`src/rtl/feistel_round_ctrl.sv`:
```
// Round sequencer for a 16+16-bit Feistel block: latches L/R, iterates ROUNDS
// rounds through an external F unit over req/ack, and presents the final-swapped result.
//
// state | meaning
// IDLE  | ready=1, waiting for start
// RUN   | f_req held high, one Feistel round completes per f_ack
// DONE  | single-cycle done pulse, dout_* freshly loaded
module feistel_round_ctrl #(
  parameter int ROUNDS = 8,
  parameter int IDX_W  = 3
) (
  input  logic             clk,
  input  logic             rst,
  input  logic             start,
  input  logic             decrypt,
  input  logic [15:0]      din_left,
  input  logic [15:0]      din_right,
  output logic             ready,
  output logic             f_req,
  output logic [15:0]      f_data,
  output logic [IDX_W-1:0] f_key_idx,
  input  logic             f_ack,
  input  logic [15:0]      f_result,
  output logic [15:0]      dout_left,
  output logic [15:0]      dout_right,
  output logic             done
);

  typedef enum logic [1:0] {
    IDLE = 2'd0,
    RUN  = 2'd1,
    DONE = 2'd2
  } state_t;

  localparam logic [IDX_W:0] LAST_RND = (IDX_W+1)'(ROUNDS - 1);
  localparam logic [IDX_W:0] RND_ONE  = (IDX_W+1)'(1);

  state_t           state_q;
  logic [15:0]      l_q, r_q;
  logic [IDX_W:0]   rnd_q;
  logic             mode_q;
  logic             ready_q, f_req_q, done_q;
  logic [15:0]      f_data_q, dout_left_q, dout_right_q;
  logic [IDX_W-1:0] key_q;

  logic [15:0]      r_next;
  logic [IDX_W:0]   rnd_next;

  // Decrypt walks the key schedule backwards so the same datapath inverts the cipher.
  function automatic logic [IDX_W-1:0] key_idx(input logic dec, input logic [IDX_W:0] r);
    return dec ? IDX_W'(LAST_RND - r) : IDX_W'(r);
  endfunction

  assign r_next   = l_q ^ f_result;
  assign rnd_next = rnd_q + RND_ONE;

  always_ff @(posedge clk) begin
    if (rst) begin
      state_q      <= IDLE;
      l_q          <= '0;
      r_q          <= '0;
      rnd_q        <= '0;
      mode_q       <= 1'b0;
      ready_q      <= 1'b1;
      f_req_q      <= 1'b0;
      done_q       <= 1'b0;
      f_data_q     <= '0;
      key_q        <= '0;
      dout_left_q  <= '0;
      dout_right_q <= '0;
    end else begin
      case (state_q)
        IDLE: begin
          done_q <= 1'b0;
          if (start) begin
            l_q      <= din_left;
            r_q      <= din_right;
            mode_q   <= decrypt;
            rnd_q    <= '0;
            ready_q  <= 1'b0;
            f_req_q  <= 1'b1;
            f_data_q <= din_right;
            key_q    <= key_idx(decrypt, '0);
            state_q  <= RUN;
          end
        end
        RUN: begin
          if (f_ack) begin
            l_q      <= r_q;
            r_q      <= r_next;
            rnd_q    <= rnd_next;
            f_data_q <= r_next;
            if (rnd_q == LAST_RND) begin
              // Output halves swapped back so the last round's swap is undone.
              f_req_q      <= 1'b0;
              done_q       <= 1'b1;
              dout_left_q  <= r_next;
              dout_right_q <= r_q;
              state_q      <= DONE;
            end else begin
              key_q <= key_idx(mode_q, rnd_next);
            end
          end
        end
        DONE: begin
          done_q  <= 1'b0;
          ready_q <= 1'b1;
          state_q <= IDLE;
        end
        default: begin
          state_q <= IDLE;
          ready_q <= 1'b1;
          f_req_q <= 1'b0;
          done_q  <= 1'b0;
        end
      endcase
    end
  end

  assign ready      = ready_q;
  assign f_req      = f_req_q;
  assign f_data     = f_data_q;
  assign f_key_idx  = key_q;
  assign dout_left  = dout_left_q;
  assign dout_right = dout_right_q;
  assign done       = done_q;

endmodule

```
`config.mk`:
```
export PLATFORM = sky130hd
export DESIGN_NAME = feistel_round_ctrl
export DESIGN_NICKNAME = d
export VERILOG_FILES = /design/src/rtl/feistel_round_ctrl.sv
export SDC_FILE = /design/constraint.sdc
export NUM_CORES = 1
export LEC_CHECK = 0
export CAP_MARGIN = 5
export CORE_AREA = 2 2 95 97
export CTS_CLUSTER_SIZE = 25
export DETAILED_ROUTE_END_ITERATION = 10
export DIE_AREA = 0 0 97 99
export PLACE_DENSITY = 0.83
export SYNTH_ARGS = -nofsm -noshare
export SYNTH_HDL_FRONTEND = slang
export SYNTH_SLANG_ARGS = --single-unit
```
`constraint.sdc`:
```
create_clock -name clk -period 1.5 [get_ports clk]
set_input_delay 0.3 -clock clk [delete_from_list [all_inputs] [get_ports clk]]
set_output_delay 0.3 -clock clk [all_outputs]
set_load 0.05 [all_outputs]
```
== Word-level counts from Yosys, hierarchy flattened ==
Index checks and enable logic that the tools add are counted.
Operators by class
  add/sub/neg operators: 2
  multiply operators: 0
  divide/modulo/power cells: 0
  magnitude comparators: 0
  equality and inequality tests: 7
  shifts and indexed selects: 0
  mux-type cells: 25
  bitwise operators: 3
  reductions and logical operators: 11
Operators with widths (number)
  2-to-1 mux 16 bit: 4
  case mux 16 bit (2 select lines): 2
  bitwise XOR 16 bit: 1
  2-to-1 mux 3 bit: 5
  AND reduction 3 bit: 3
  2-to-1 mux 4 bit: 2
  inequality test 2 bit, second input constant: 4
  case mux 4 bit (2 select lines): 1
  AND reduction 4 bit: 2
  2-to-1 mux 2 bit: 3
  case mux 3 bit (2 select lines): 1
  AND reduction 2 bit: 3
  adder 4 x 1 -> 4 bit, second input constant: 1
  == test 4 x 3 -> 1 bit, second input constant: 1
  2-to-1 mux 1 bit: 4
  case mux 2 bit (2 select lines): 1
  case mux 1 bit (3 select lines): 1
  subtractor 3 bit, first input constant: 1
  == test 2 x 1 -> 1 bit, second input constant: 1
  == test 2 bit, second input constant: 1
  logical NOT 2 bit: 1
  NOT 1 bit: 2
  case mux 1 bit (2 select lines): 1
  nonzero test 2 bit: 1
  OR reduction 2 bit: 1
Word-level totals
  register bits: 77
  latch bits: 0
  RAM bits: 0
  bits in read-only memories: 0
  input port bits: 53
  output and inout bits: 54
  logic and storage cells: 59
  memories kept: 0

== Logic depth before layout (Yosys ltp) ==
Gate-level depths: netlist (run 1).
  depth in word-level cells: 6
  gate-level depth with buffers: 7
  gate-level depth less buffers: 4

== Worst setup path after synthesis (run 1) ==
Ideal clock, no wire load.
  path kind: register -> register
  start: register rnd_q[0]
  end: register dout_left_q[0], in the netlist dout_left[0]
  library setup time: 0.132 ns
  arrival: 1.404 ns
  required time: 1.368 ns
  path slack: -0.036 ns
  cell stages (with the launch flop): 7
  buffers on the path: 2
  period minus slack after synthesis: 1.536 ns
  path through: dfxtp_1 ha_1 clkbuf_1 nand4b_1 clkbuf_1 nor3_1 nor3_1
Between the ends
  longest elaborated chain between the ends: 2
RTL lines
  start: declaration: line 40  | logic [IDX_W:0] rnd_q;
  start signal: assignment: line 91  | rnd_q <= rnd_next;
  == test 4 x 3 -> 1 bit: line 93  | if (rnd_q == LAST_RND) begin
  AND reduction 3 bit (no line)
  end signal: assignment: line 97  | dout_left_q <= r_next;
  end: declaration: line 43  | logic [15:0] f_data_q, dout_left_q, dout_right_q;
Every way passes these cells.
A chain may end at the register's enable or synchronous reset.

== Worst setup path in the final report (run 1) ==
  start: register rnd_q[1]
  end: register dout_right_q[3], in the netlist dout_right[3]
Between the ends
  longest elaborated chain between the ends: 2
RTL lines
  == test 4 x 3 -> 1 bit: line 93
  AND reduction 3 bit (no line)
  end signal: assignment: line 98  | dout_right_q <= r_q;
  end: declaration: line 43
Every way passes these cells.

==> impl_results.rst, run 1 <==
.. list-table::
   :header-rows: 1

   * - Metric
     - Value
   * - Router iterations before antenna repair
     - 5
   * - Post-Syn Instances
     - 426
   * - Post-placement setup slack
     - -0.447 ns
   * - Share of synthesized area occupied by flip-flops and latches
     - 43.2%
   * - Total detailed-routing wirelength
     - between 10000 and 15000 µm
   * - Hold buffer count at CTS
     - 0
   * - Critical Path Max Stage Delay
     - 0.37 ns
   * - Setup Viol. Count Final
     - 5
   * - Max-slew violations
     - 0
   * - Total of fill cells in the finished design
     - 587
   * - Number of DRC markers after the initial detailed-route iteration
     - 367
   * - Combined global-route utilization of all metal layers
     - 24.0%
   * - Initial core utilization
     - 41.7%
   * - Pin count of the biggest net entering global routing
     - 46
   * - Startpoint class of the critical path
     - register
   * - Fin crit share
     - 103%
   * - Crit path capture
     - dout_right[3]
   * - Critical path endpoint category
     - register
   * - Flops & latches, synth
     - 77
   * - Dominant synthesized flop cell
     - sky130_fd_sc_hd__dfxtp_1
   * - Worst setup skew after layout
     - around 0.013 ns
   * - EDFF count, synth
     - 0
   * - # Max-Cap Violations
     - 0
   * - Pwr per Cell Area
     - 840 nW/µm²
   * - Detail-routed net length per standard cell
     - ~20 µm
   * - Min Tclk post-route
     - between 1.5 and 2 ns
   * - Avg Cell Area, Syn
     - 8.37 µm²
   * - ANT nets after route
     - 0
   * - Worst-case setup margin in the final layout
     - -0.0480 ns
   * - Sink Count
     - 77
   * - Static Leakage
     - 2.28 nW
   * - Worst VDD drop
     - 585 µV
   * - Total vias in the final route
     - ~4k
   * - Synth Cell Area
     - roughly 3600 µm²
   * - Origin of the worst setup path
     - rnd_q[1]
   * - Distinct cell type count of the synthesized netlist
     - 43
   * - Die Ht
     - 99 µm
   * - Row count
     - 34
   * - Total overflow reported by the global router
     - 0
   * - Area occupied by registers
     - approximately 1500 µm²
   * - Area taken by multi-input logic gates
     - 2010 µm²
   * - Number of nets in the finished design
     - 597
   * - Vias per cell
     - 6.02
   * - Reg2reg setup slack
     - -0.05 ns
   * - Post-DP HPWL
     - 8540 µm
   * - Status
     - finished with violations
   * - Min-delay worst type
     - primary input to register
   * - Number of buffers on the longest clock path
     - 2
   * - Highest-delay cell along the critical path
     - sky130_fd_sc_hd__dfxtp_2
   * - Yosys Warn Count
     - 0
   * - Worst-Margin Slew
     - 0.432 ns
   * - Clock buffers created by TritonCTS
     - 9
   * - Worst Path Class, Setup
     - register to register
   * - Most common cell after layout, fill and taps aside
     - sky130_fd_sc_hd__dfxtp_1
   * - Cell chain of the critical path
     - ha_4, buf_6, and4b_4, clkbuf_16, nand3_2, a21oi_1
   * - Worst max-slew margin expressed relative to the limit
     - between 70% and 80%
   * - Violations in the final reports
     - setup timing
   * - Number of H-tree levels
     - 3
   * - Number of port buffers
     - 106
   * - CTS clock-pin slew for the worst setup and hold paths
     - 0.09 ns
   * - Accumulated negative setup slack
     - -0.0895 ns
   * - Non-Filler Instances
     - 656
   * - Endpoint of the most critical register-to-register path
     - dout_right[3]
   * - TritonCTS clock tree
     - done
   * - Floorplan core area
     - 8550 µm²
   * - Die area
     - 9600 µm²
   * - Top library cells by usage in the layout, fill and taps aside
     - 73 x sky130_fd_sc_hd__dfxtp_1, 60 x sky130_fd_sc_hd__buf_12, 49 x sky130_fd_sc_hd__o21ai_0, 49 x sky130_fd_sc_hd__clkdlybuf4s50_1, 40 x sky130_fd_sc_hd__a21oi_1
   * - Number of top-level pins
     - 107
   * - Via count of the first global-routing pass
     - 3738
   * - X dimension of the die
     - 97 µm
   * - Highest clock frequency the design can meet
     - 646 MHz
   * - Clk Tree Root Cell
     - sky130_fd_sc_hd__clkbuf_8
   * - Largest fanout on the critical path
     - 8
   * - Synthesized netlist net count
     - 480
   * - Depth of the worst register-to-register path
     - 6
   * - Final GP Congestion
     - 0.886
   * - First-pass GRT wire length
     - 18600 µm
   * - Number of antenna violations at the first check in global routing
     - 0
   * - Post-synthesis async set-or-reset flop share
     - 0%
   * - Share of cells above drive strength 1
     - 29.9%
   * - Arrival time worst endpoint
     - 1.83 ns
   * - Drt drc
     - 0
   * - Layout Area Growth over Synthesis
     - 68.1%
   * - Post-placement cell count
     - 633
   * - Clk_lat worst skew
     - 0.36 ns
   * - Number of antenna cells inserted
     - 0
   * - RSZ-0062 raised after global routing
     - yes
   * - Count of endpoints failing hold in the final timing report
     - 0
   * - Worst r2r src
     - rnd_q[1]
   * - Req. time, crit path
     - approximately 1.8 ns
## routing by layer
| layer | up-vias | GRT usage, % | part of all wire [%] |
|---|---|---|---|
| met5 | - | 0 | 0 |
| met1 | 1917 | 28.5 | 39 |
| met4 | 0 | 13.0 | 3.8 |
| met3 | 42 | 3.90 | 6.8 |
| met2 | 210 | 41.6 | 51 |
| li1 | 1782 | - | - |
## area by class of cell
type                       count  area share [%]
timing repair buffer         151            35.0
multi-input combinational    301            33.5
sequential                    77            25.8
tap                          108            2.25
clock buffer                   9            2.07
clock inverter                 7            1.23
inverter                       3           0.188
## kinds of logic (layout without fill, tap and decap cells)
| logic type | after synthesis | in the layout | share of synthesized area (%) |
|---|---|---|---|
| muxes | 2 | 2 | 0.666 |
| xor gates and xnor gates | 19 | 19 | 4.67 |
| adders and majority gates | 1 | 1 | 0.351 |
| DFF | 77 | 77 | 43.2 |
| and+or+nand+nor | 137 | 137 | 20.7 |
| AOI/OAI and AO/OA | 142 | 142 | 24.7 |
| buffers and inverters | 48 | 170 | 5.75 |
## critical path, delay by kind of cell (launching register included)
| kind | cells | cell delay [ns] |
|---|---|---|
| buf+inv | 2 | 0.30 |
| compound gates | 1 | 0.18 |
| simple gates | 2 | 0.45 |
| fa+ha+maj | 1 | 0.16 |
| flops | 1 | 0.37 |
## state kept, by name, summed over array words and instances (netlist names)
| signal | flops |
|---|---|
| f_key_idx | 3 |
| state_q | 2 |
| ready | 1 |
| done | 1 |
| mode_q | 1 |
| dout_left | 16 |
| f_data | 16 |
| dout_right | 16 |
| f_req | 1 |
| l_q | 16 |
| rnd_q | 4 |
## per-stage QoR
step	hold slack, ns	area (µm²)	util (%)	power, mW
finish	0.408	6000	70.1	5.04
global route	0.419	6000	70.1	5.20
CTS	0.395	5700	66.7	4.95
detailed placement	0.483	5470	64.0	3.39
global placement	0.476	5470	64.0	3.37
floorplan	0.394	3570	-	2.81
## worst min-delay path by stage
stage,endpoint,cells after the start,from
after floorplan,ready,2,rst
after global placement,l_q[9],2,l_q[9]
after detailed placement,l_q[5],2,l_q[5]
after CTS,mode_q,3,rst
after global routing,dout_right[2],3,rst
final,mode_q,3,rst
## Yosys cell counts (3+ instances only)
cell type                  instances  area share (%)
sky130_fd_sc_hd__dfxtp_1          77              43
sky130_fd_sc_hd__a21oi_1          54             7.6
sky130_fd_sc_hd__o21ai_0          52             7.3
sky130_fd_sc_hd__nor3_1           34             4.8
sky130_fd_sc_hd__clkbuf_1         27             2.8
sky130_fd_sc_hd__nor2_1           24             2.5
sky130_fd_sc_hd__nand3_1          19             2.7
sky130_fd_sc_hd__xor2_1           17             4.2
sky130_fd_sc_hd__nand2_1          16             1.7
sky130_fd_sc_hd__and3b_1          13             3.2
sky130_fd_sc_hd__buf_2            13             1.8
sky130_fd_sc_hd__and3_1           12             2.1
sky130_fd_sc_hd__o32ai_2           8             3.6
sky130_fd_sc_hd__a22oi_1           7             1.5
sky130_fd_sc_hd__nor2b_1           5            0.88
sky130_fd_sc_hd__a31oi_1           4            0.70
sky130_fd_sc_hd__inv_1             3            0.32
sky130_fd_sc_hd__nand2b_1          3            0.53
sky130_fd_sc_hd__o211ai_1          3            0.63
sky130_fd_sc_hd__or3_1             3            0.53
## where the power goes
part | switching, mW | leakage, nW | internal (mW)
Clock | 0.818 | 0.0996 | 0.774
Combinational | 0.611 | 1.55 | 0.571
Sequential | 0.130 | 0.630 | 2.13
Total | 1.56 | 2.28 | 3.48
## what timing repair did
item,in CTS,in global routing
endpoints found under the setup margin,28,53
gates resized for setup,8,43
hold endpoints to repair,0,0
gates cloned,0,5
pin swaps,2,20
buffers inserted,0,2
No activity file was read; power rests on OpenSTA's default activity.
==> run 2, diff against run 1 <==
Settings changed: ABC_AREA set to 1, CELL_PAD_IN_SITES_DETAIL_PLACEMENT set to 0, CELL_PAD_IN_SITES_GLOBAL_PLACEMENT set to 2, CORE_AREA 2 2 95 97 to 2 2 127 129, DIE_AREA 0 0 97 99 to 0 0 129 131, SETUP_SLACK_MARGIN set to 0.02.
==> impl_results.rst, run 2 <==
.. list-table::
   :header-rows: 1

   * - Metric
     - Value
   * - Status
     - finished with violations (unchanged)
   * - Violations in the final reports
     - setup timing (unchanged)
   * - Depth of the worst register-to-register path
     - 7 (was 6)
   * - Clock buffers created by TritonCTS
     - 9 (unchanged)
   * - Largest fanout on the critical path
     - 8 (unchanged)
   * - Req. time, crit path
     - 1.77 ns (was 1.78 ns)
   * - Post-route met1 wirelength
     - 5540 µm (was 5150 µm)
   * - Fraction of the mapped netlist area in adder cells
     - 0.358% (was 0.351%)
   * - Worst setup skew after layout
     - 0.00618 ns (was 0.0129 ns)
   * - Pwr per Cell Area
     - 942 nW/µm² (was 840 nW/µm²)
   * - Startpoint class of the critical path
     - primary input (was register)
   * - Critical path endpoint category
     - register (unchanged)
   * - Avg Cell Area, Syn
     - 7.33 µm² (was 8.37 µm²)
   * - RSZ-0062 raised after global routing
     - yes (unchanged)
   * - Top library cells by usage in the layout, fill and taps aside
     - 123 x sky130_fd_sc_hd__nand2_1, 84 x sky130_fd_sc_hd__nor2_1, 74 x sky130_fd_sc_hd__dfxtp_1 (was 73 x sky130_fd_sc_hd__dfxtp_1, 60 x sky130_fd_sc_hd__buf_12, 49 x sky130_fd_sc_hd__o21ai_0, 49 x sky130_fd_sc_hd__clkdlybuf4s50_1, 40 x sky130_fd_sc_hd__a21oi_1)
   * - Number of top-level pins
     - 107 (unchanged)
   * - Uppermost signal routing layer after detailed routing
     - met4 (unchanged)
   * - Most frequent cells after synthesis
     - 123 x sky130_fd_sc_hd__nand2_1, 84 x sky130_fd_sc_hd__nor2_1, 77 x sky130_fd_sc_hd__dfxtp_1, 35 x sky130_fd_sc_hd__o21ai_0, 32 x sky130_fd_sc_hd__a21oi_1 (was 77 x sky130_fd_sc_hd__dfxtp_1, 54 x sky130_fd_sc_hd__a21oi_1, 52 x sky130_fd_sc_hd__o21ai_0, 34 x sky130_fd_sc_hd__nor3_1, 27 x sky130_fd_sc_hd__clkbuf_1)
   * - Worst-case setup margin in the final layout
     - -0.0341 ns (was -0.0480 ns)
   * - Share of cells above drive strength 1
     - 26.4% (was 29.9%)
   * - Via count of the first global-routing pass
     - 3417 (was 3738)
   * - Worst min-delay path startpoint
     - l_q[3] (was rst)
   * - Post-layout util
     - 38.0% (was 70.1%)
   * - # Max-Cap Violations
     - 0 (unchanged)
   * - Xor-xnor portion of the synthesized cell area
     - 4.27% (was 4.67%)
   * - Number of nets in the finished design
     - 656 (was 597)
   * - Die area
     - 16900 µm² (was 9600 µm²)
   * - Dominant synthesized flop cell
     - sky130_fd_sc_hd__dfxtp_1 (unchanged)
   * - CTS clock-pin slew for the worst setup and hold paths
     - 0.06 ns (was 0.09 ns)
   * - Total detailed-routing wirelength
     - 12100 µm (was 13300 µm)
   * - Clk_lat worst skew
     - 0.34 ns (was 0.36 ns)
   * - Distinct cell type count of the synthesized netlist
     - 27 (was 43)
   * - Arrival time worst endpoint
     - 1.81 ns (was 1.83 ns)
   * - Routed met3 length
     - 515 µm (was 906 µm)
   * - Detail-routed net length per standard cell
     - 14.7 µm (was 20.2 µm)
   * - X dimension of the die
     - 129 µm (was 97 µm)
   * - Highest clock frequency the design can meet
     - 652 MHz (was 646 MHz)
   * - Number of port buffers
     - 106 (unchanged)
   * - Min-delay worst type
     - register to register (was primary input to register)
   * - End of the worst hold path
     - l_q[3] (was mode_q)
   * - Most common cell after layout, fill and taps aside
     - sky130_fd_sc_hd__nand2_1 (was sky130_fd_sc_hd__dfxtp_1)
   * - Combined global-route utilization of all metal layers
     - 14.1% (was 24.0%)
   * - Area occupied by registers
     - 1550 µm² (about the same)
   * - Portion of netlist area occupied by mux cells
     - 0% (was 0.666%)
   * - Floorplan core area
     - 15600 µm² (was 8550 µm²)
   * - First-pass GRT wire length
     - 18100 µm (was 18600 µm)
   * - Vias per cell
     - 4.14 (was 6.02)
   * - Worst max-slew margin expressed relative to the limit
     - 78.3% (was 71.1%)
   * - Drt drc
     - 0 (unchanged)
   * - Accumulated negative setup slack
     - -0.306 ns (was -0.0895 ns)
   * - Dominant combinational cell family by area after synthesis
     - simple AND/OR/NAND/NOR gates (was compound AO/OA/AOI/OAI gates)
   * - Synth Cell Area
     - 3490 µm² (was 3570 µm²)
   * - Number of H-tree levels
     - 3 (unchanged)
   * - Post-Syn Instances
     - 476 (was 426)
   * - Area taken by multi-input logic gates
     - 1740 µm² (was 2010 µm²)
   * - Initial core utilization
     - 22.4% (was 41.7%)
   * - ANT nets after route
     - 0 (unchanged)
   * - Worst VDD drop
     - 498 µV (was 585 µV)
   * - Synthesized netlist net count
     - 530 (was 480)
   * - Number of antenna violations at the first check in global routing
     - 0 (unchanged)
   * - Die Ht
     - 131 µm (was 99 µm)
   * - Router iterations before antenna repair
     - 4 (was 5)
   * - Post-DP HPWL
     - 8170 µm (was 8540 µm)
   * - Static Leakage
     - 2.54 nW (was 2.28 nW)
   * - Fin crit share
     - 102% (was 103%)
   * - Row count
     - 46 (was 34)
   * - Top area cells in the synthesized netlist
     - sky130_fd_sc_hd__dfxtp_1 44%, sky130_fd_sc_hd__nand2_1 13%, sky130_fd_sc_hd__nor2_1 9.0% (was sky130_fd_sc_hd__dfxtp_1 43%, sky130_fd_sc_hd__a21oi_1 7.6%, sky130_fd_sc_hd__o21ai_0 7.3%)
   * - Min Tclk post-route
     - 1.53 ns (was 1.55 ns)
   * - EDFF count, synth
     - 0 (unchanged)
   * - Total overflow reported by the global router
     - 0 (unchanged)
   * - Number of DRC markers after the initial detailed-route iteration
     - 202 (was 367)
   * - Pin count of the biggest net entering global routing
     - 35 (was 46)
   * - Number of buffers on the longest clock path
     - 2 (unchanged)
   * - TritonCTS clock tree
     - done (unchanged)
   * - Top-count cell post-synth
     - sky130_fd_sc_hd__nand2_1 (was sky130_fd_sc_hd__dfxtp_1)
   * - Post-placement setup slack
     - -0.335 ns (was -0.447 ns)
   * - Final GP Congestion
     - 0.761 (was 0.886)
   * - Share of the synthesized area in compound gates (AO/OA/AOI/OAI)
     - 11.4% (was 24.7%)
   * - Minimum hold slack
     - 0.461 ns (was 0.408 ns)
   * - Max-slew violations
     - 0 (unchanged)
   * - Cell type contributing the most total cell area after synthesis
     - sky130_fd_sc_hd__dfxtp_1 (unchanged)
   * - Amount of wire on met2 after detailed routing
     - 5910 µm (was 6720 µm)
   * - Worst Path Class, Setup
     - primary input to register (was register to register)
   * - Worst r2r src
     - rnd_q[1] (unchanged)
   * - Worst-Margin Slew
     - 0.325 ns (was 0.432 ns)
   * - Sink Count
     - 77 (unchanged)
   * - Share of synthesized area occupied by flip-flops and latches
     - 44.2% (was 43.2%)
   * - Portion of synthesized cell area occupied by the leading cell type
     - 44.2% (was 43.2%)
   * - Total of fill cells in the finished design
     - 1589 (was 587)
   * - Post-synthesis async set-or-reset flop share
     - 0% (unchanged)
   * - Setup Viol. Count Final
     - 18 (was 5)
   * - Clk Tree Root Cell
     - sky130_fd_sc_hd__clkbuf_16 (was sky130_fd_sc_hd__clkbuf_8)
   * - Reg2reg setup slack
     - -0.03 ns (was -0.05 ns)
   * - Yosys Warn Count
     - 0 (unchanged)
   * - Hold buffer count at CTS
     - 0 (unchanged)
   * - Flops & latches, synth
     - 77 (unchanged)
   * - Layout Area Growth over Synthesis
     - 69.7% (was 68.1%)
   * - Hold-critical path depth
     - 2 (was 3)
   * - Total vias in the final route
     - 3411 (was 3951)
   * - Simple-Gate Fraction of Synth Area
     - 31.4% (was 20.7%)
   * - Endpoint of the most critical register-to-register path
     - dout_right[6] (was dout_right[3])
   * - Count of endpoints failing hold in the final timing report
     - 0 (unchanged)
   * - Number of antenna cells inserted
     - 0 (unchanged)
[run 2: cell types whose count changed in the layout (fill, tap and decap cells not counted), sizes merged, moves of 13 or more]
| cell | change |
|---|---|
| nor3 | -34 |
| nor2 | +84 |
| and3b | -13 |
| inv | +22 |
| nand2 | +110 |
| a21oi | -22 |
[run 2: power breakdown]
| group | total (mW) | leakage (nW) | switching, mW | internal (mW) |
|---|---|---|---|---|
| Combinational | 1.14 | 1.77 | 0.608 | 0.537 |
| Sequential | 2.28 | 0.630 | 0.132 | 2.15 |
| Clock | 2.16 | 0.138 | 0.871 | 1.29 |
| Total | 5.58 | 2.54 | 1.61 | 3.97 |
[run 2: worst max path at each step]
stage | slack [ns] | startpoint | to | cells past startpoint
after floorplan | 0.02 | rnd_q[0] | dout_right[0] | 7
after CTS | 0.02 | rnd_q[0] | dout_right[6] | 6
after global routing | -0.10 | rnd_q[1] | dout_left[5] | 7
after detailed placement | -0.33 | f_ack | dout_left[3] | 6
final | -0.03 | f_ack | dout_right[6] | 7
after global placement | -0.26 | f_ack | dout_left[8] | 6
[run 2: cell type report]
cell class,instances,area share [%]
Timing Repair inverter,1,0.148
Tap cell,216,4.56
Clock inverter,6,1.08
Sequential cell,77,26.1
Clock buffer,10,3.86
Multi-Input combinational cell,347,29.4
Timing Repair Buffer,138,32.6
Inverter,28,2.22
[run 2: per-stage QoR]
step | total power, mW | cell area, µm² | cells
finish | 5.58 | 5930 | 823
detailed placement | 3.46 | 5410 | 799
global placement | 3.45 | 5410 | 799
CTS | 5.65 | 5700 | 815
global route | 5.83 | 5930 | 823
floorplan | 2.87 | 3490 | 476
[run 2: cell families (layout without fill, tap and decap cells)]
kind of cell,after synthesis,after routing
xor+xnor,17,17
buf+inv,52,183
simple gates,250,250
flops,77,77
fa+ha+maj,1,1
compound gates,79,79
[run 2: metal layers]
layer	GRT usage, %	up-vias
met5	0	-
met4	3.45	0
met3	3.66	8
met2	24.4	73
met1	17.6	1577
li1	-	1753
[run 2: timing repair]
action | 4_1_cts | 5_1_grt
pin swaps | 1 | 24
resized for setup | 1 | 50
gates cloned | 0 | 4
endpoints found under the hold margin | 0 | 0
buffers inserted | 0 | 4
endpoints found under the setup margin | 32 | 62
[run 2: worst max-delay path, cell delays in order]
cell and delay, ns:
sky130_fd_sc_hd__clkdlybuf4s50_1 0.52, sky130_fd_sc_hd__nand4_1 0.24, sky130_fd_sc_hd__nor2_8 0.25, sky130_fd_sc_hd__buf_12 0.15
sky130_fd_sc_hd__clkbuf_16 0.17, sky130_fd_sc_hd__o21ai_2 0.06, sky130_fd_sc_hd__nor2_1 0.11
==> run 3, diff against run 2 <==
==> constraint.sdc (replaced) <==
create_clock -name clk -period 1.5 [get_ports clk]
set_input_delay 0.15 -clock clk [delete_from_list [all_inputs] [get_ports clk]]
set_output_delay 0.15 -clock clk [all_outputs]
set_load 0.05 [all_outputs]
==> impl_results.rst, run 3 (synthesis results as in run 2) <==
.. list-table::
   :header-rows: 1

   * - Metric
     - Value
   * - Worst-case setup margin in the final layout
     - 0.0810 ns (was -0.0341 ns)
   * - Final GP Congestion
     - 0.755 (was 0.761)
   * - Post-DP HPWL
     - 7920 µm (was 8170 µm)
   * - Layout Area Growth over Synthesis
     - 48.9% (was 69.7%)
   * - Sink Count
     - 77 (unchanged)
   * - Worst VDD drop
     - 534 µV (was 498 µV)
   * - End of the worst hold path
     - l_q[14] (was l_q[3])
   * - Accumulated negative setup slack
     - 0 ns (was -0.306 ns)
   * - Worst min-delay path startpoint
     - din_left[14] (was l_q[3])
   * - Vias per cell
     - 4.03 (was 4.14)
   * - Cell family with the largest share of critical-path delay
     - buffers and inverters (unchanged)
   * - # Max-Cap Violations
     - 0 (unchanged)
   * - Initial core utilization
     - 22.4% (unchanged)
   * - Post-layout total power
     - 5.42 mW (was 5.58 mW)
   * - Setup Viol. Count Final
     - 0 (was 18)
   * - TritonCTS clock tree
     - done (unchanged)
   * - Worst max-slew margin expressed relative to the limit
     - 79.7% (was 78.3%)
   * - Static Leakage
     - 2.41 nW (was 2.54 nW)
   * - Number of buffers on the longest clock path
     - 2 (unchanged)
   * - Number of DRC markers after the initial detailed-route iteration
     - 153 (was 202)
   * - Count of endpoints failing hold in the final timing report
     - 0 (unchanged)
   * - Drt drc
     - 0 (unchanged)
   * - Worst r2r src
     - rnd_q[0] (was rnd_q[1])
   * - Worst-Margin Slew
     - 0.305 ns (was 0.325 ns)
   * - Fin crit share
     - 94.6% (was 102%)
   * - Total detailed-routing wirelength
     - 11600 µm (was 12100 µm)
   * - Total overflow reported by the global router
     - 0 (unchanged)
   * - Sw Pwr
     - 1.55 mW (was 1.61 mW)
   * - Non-Filler Instances
     - 825 (was 823)
   * - Startpoint class of the critical path
     - register (was primary input)
   * - Status
     - finished, final reports clean (was finished with violations)
   * - Switching share of power
     - 28.6% (was 28.9%)
   * - Die area
     - 16900 µm² (unchanged)
   * - Cell chain of the critical path
     - ha_4, nand4_1, buf_4, nor2_8, buf_4, clkbuf_16, o21ai_0, nor2_1 (was clkdlybuf4s50_1, nand4_1, nor2_8, buf_12, clkbuf_16, o21ai_2, nor2_1)
   * - Number of nets in the finished design
     - 658 (was 656)
   * - Global-route layer with the greatest usage
     - met2 (unchanged)
   * - Met3 demand-to-capacity share in global routing
     - 2.89% (was 3.66%)
   * - Total vias in the final route
     - 3325 (was 3411)
   * - Portion of total power attributed to combinational logic
     - 18.6% (was 20.5%)
   * - Clk_lat worst skew
     - 0.34 ns (about the same)
   * - Number of top-level pins
     - 107 (unchanged)
   * - Number of H-tree levels
     - 3 (unchanged)
   * - Max-slew violations
     - 0 (unchanged)
   * - Combined global-route utilization of all metal layers
     - 13.7% (was 14.1%)
   * - Critical path depth in cells
     - 8 (was 7)
   * - Pin count of the biggest net entering global routing
     - 47 (was 35)
   * - Row count
     - 46 (unchanged)
   * - Critical path endpoint category
     - register (unchanged)
   * - Share of cells above drive strength 1
     - 23.2% (was 26.4%)
   * - Depth of the worst register-to-register path
     - 8 (was 7)
   * - Post-placement cell count
     - 801 (was 799)
   * - Internal power consumption
     - 3.87 mW (was 3.97 mW)
   * - Met1 track demand over resource in global routing
     - 18.0% (was 17.6%)
   * - Detail-routed net length per standard cell
     - 14.1 µm (was 14.7 µm)
   * - RSZ-0062 raised after global routing
     - yes (unchanged)
   * - X dimension of the die
     - 129 µm (unchanged)
   * - Clock network power share
     - 39.8% (was 38.6%)
   * - First-pass GRT wire length
     - 17400 µm (was 18100 µm)
   * - Min-delay worst type
     - primary input to register (was register to register)
   * - Reg2reg setup slack
     - 0.08 ns (was -0.03 ns)
   * - Number of antenna cells inserted
     - 0 (unchanged)
   * - Top library cells by usage in the layout, fill and taps aside
     - 123 x sky130_fd_sc_hd__nand2_1, 84 x sky130_fd_sc_hd__nor2_1, 77 x sky130_fd_sc_hd__buf_4 (was 123 x sky130_fd_sc_hd__nand2_1, 84 x sky130_fd_sc_hd__nor2_1, 74 x sky130_fd_sc_hd__dfxtp_1)
   * - Router iterations before antenna repair
     - 4 (unchanged)
   * - Worst Path Class, Setup
     - register to register (was primary input to register)
   * - Number of port buffers
     - 106 (unchanged)
   * - Critical Path Max Stage Delay
     - 0.35 ns (was 0.52 ns)
   * - Clock buffers created by TritonCTS
     - 9 (unchanged)
   * - Number of antenna violations at the first check in global routing
     - 0 (unchanged)
   * - Die Ht
     - 131 µm (unchanged)
   * - Worst setup skew after layout
     - 0.00396 ns (was 0.00618 ns)
   * - Arrival time worst endpoint
     - 1.70 ns (was 1.81 ns)
   * - Share of total power in sequential cells
     - 41.6% (was 40.8%)
   * - Req. time, crit path
     - 1.78 ns (was 1.77 ns)
   * - Pwr per Cell Area
     - 1040 nW/µm² (was 942 nW/µm²)
   * - Minimum hold slack
     - 0.456 ns (was 0.461 ns)
   * - Via count of the first global-routing pass
     - 3299 (was 3417)
   * - Min Tclk post-route
     - 1.42 ns (was 1.53 ns)
   * - Floorplan core area
     - 15600 µm² (unchanged)
   * - Cell mode on critical path
     - sky130_fd_sc_hd__buf_4
   * - Post-placement setup slack
     - -0.166 ns (was -0.335 ns)
   * - Global routing met2 resource utilization
     - 21.8% (was 24.4%)
   * - Highest-delay cell along the critical path
     - sky130_fd_sc_hd__dfxtp_2 (was sky130_fd_sc_hd__clkdlybuf4s50_1)
   * - Clk Tree Root Cell
     - sky130_fd_sc_hd__clkbuf_16 (unchanged)
   * - CTS clock-pin slew for the worst setup and hold paths
     - 0.06 ns (about the same)
   * - Most common cell after layout, fill and taps aside
     - sky130_fd_sc_hd__nand2_1 (unchanged)
   * - Critical path buffers and inverters
     - 3 (unchanged)
   * - Hold-critical path depth
     - 3 (was 2)
   * - Highest clock frequency the design can meet
     - 705 MHz (was 652 MHz)
   * - Endpoint of the most critical register-to-register path
     - dout_right[7] (was dout_right[6])
   * - Largest fanout on the critical path
     - 6 (was 8)
   * - ANT nets after route
     - 0 (unchanged)
-- run 3: changes by cell type in the layout (fill, tap and decap cells not counted), moves of 2 or more --
cell	change
sky130_fd_sc_hd__buf_12	-52
sky130_fd_sc_hd__buf_4	+53
sky130_fd_sc_hd__clkinvlp_4	-2
sky130_fd_sc_hd__o21ai_2	-17
sky130_fd_sc_hd__o21ai_0	+19
sky130_fd_sc_hd__inv_6	+2
sky130_fd_sc_hd__clkinv_2	-2
sky130_fd_sc_hd__clkbuf_1	+2
sky130_fd_sc_hd__clkbuf_8	+4
-- run 3: power by group through the flow --
stage | Sequential (mW) | Combinational, mW | Clock, mW
CTS | 2.25 | 1.02 | 2.21
global placement | 2.29 | 1.01 | 0
finish | 2.25 | 1.01 | 2.16
floorplan | 2.47 | 0.406 | 0
detailed placement | 2.29 | 1.02 | 0
global route | 2.27 | 1.10 | 2.30
-- run 3: how the worst max path moves through the flow --
stage                     from            end
detailed placement       f_ack   dout_left[5]
finish                rnd_q[0]  dout_right[7]
CTS                 state_q[0]       rnd_q[1]
global placement         f_ack   dout_left[8]
floorplan             rnd_q[0]  dout_right[0]
global route          rnd_q[0]  dout_left[15]
-- run 3: final cells by class --
cell class	instances	area, µm²
flip-flops and latches	77	1550
well taps	216	270
clock buffers	16	292
fillers	1624	10400
repair inverters	2	17.5
inverters	28	124
repair buffers	139	1280
multi-input cells	347	1670
-- run 3: routing by layer --
| metal | share of wire (%) | up-vias |
|---|---|---|
| met1 | 48 | 1478 |
| met5 | 0 | - |
| met2 | 46 | 84 |
| met4 | 1.6 | 0 |
| met3 | 4.4 | 13 |
| li1 | - | 1750 |
-- run 3: metrics by stage --
step | cell area, µm² | util (%)
after global routing | 5200 | 33.3
after floorplan | 3490 | -
after global placement | 4760 | 30.5
after CTS | 5060 | 32.4
final | 5200 | 33.3
after detailed placement | 4760 | 30.5
-- run 3: tightest hold or removal path, stage by stage --
cell and delay, ns:
sky130_fd_sc_hd__clkdlybuf4s50_1 0.40, sky130_fd_sc_hd__a21oi_1 0.14, sky130_fd_sc_hd__a21oi_1 0.06
-- run 3: timing repair --
item	4_1_cts	5_1_grt
hold endpoints to repair	0	0
pin swaps	1	2
hold buffers	0	0
endpoints found under the setup margin	32	26
cloned	0	3
buffers inserted	1	4
resized for setup	1	12
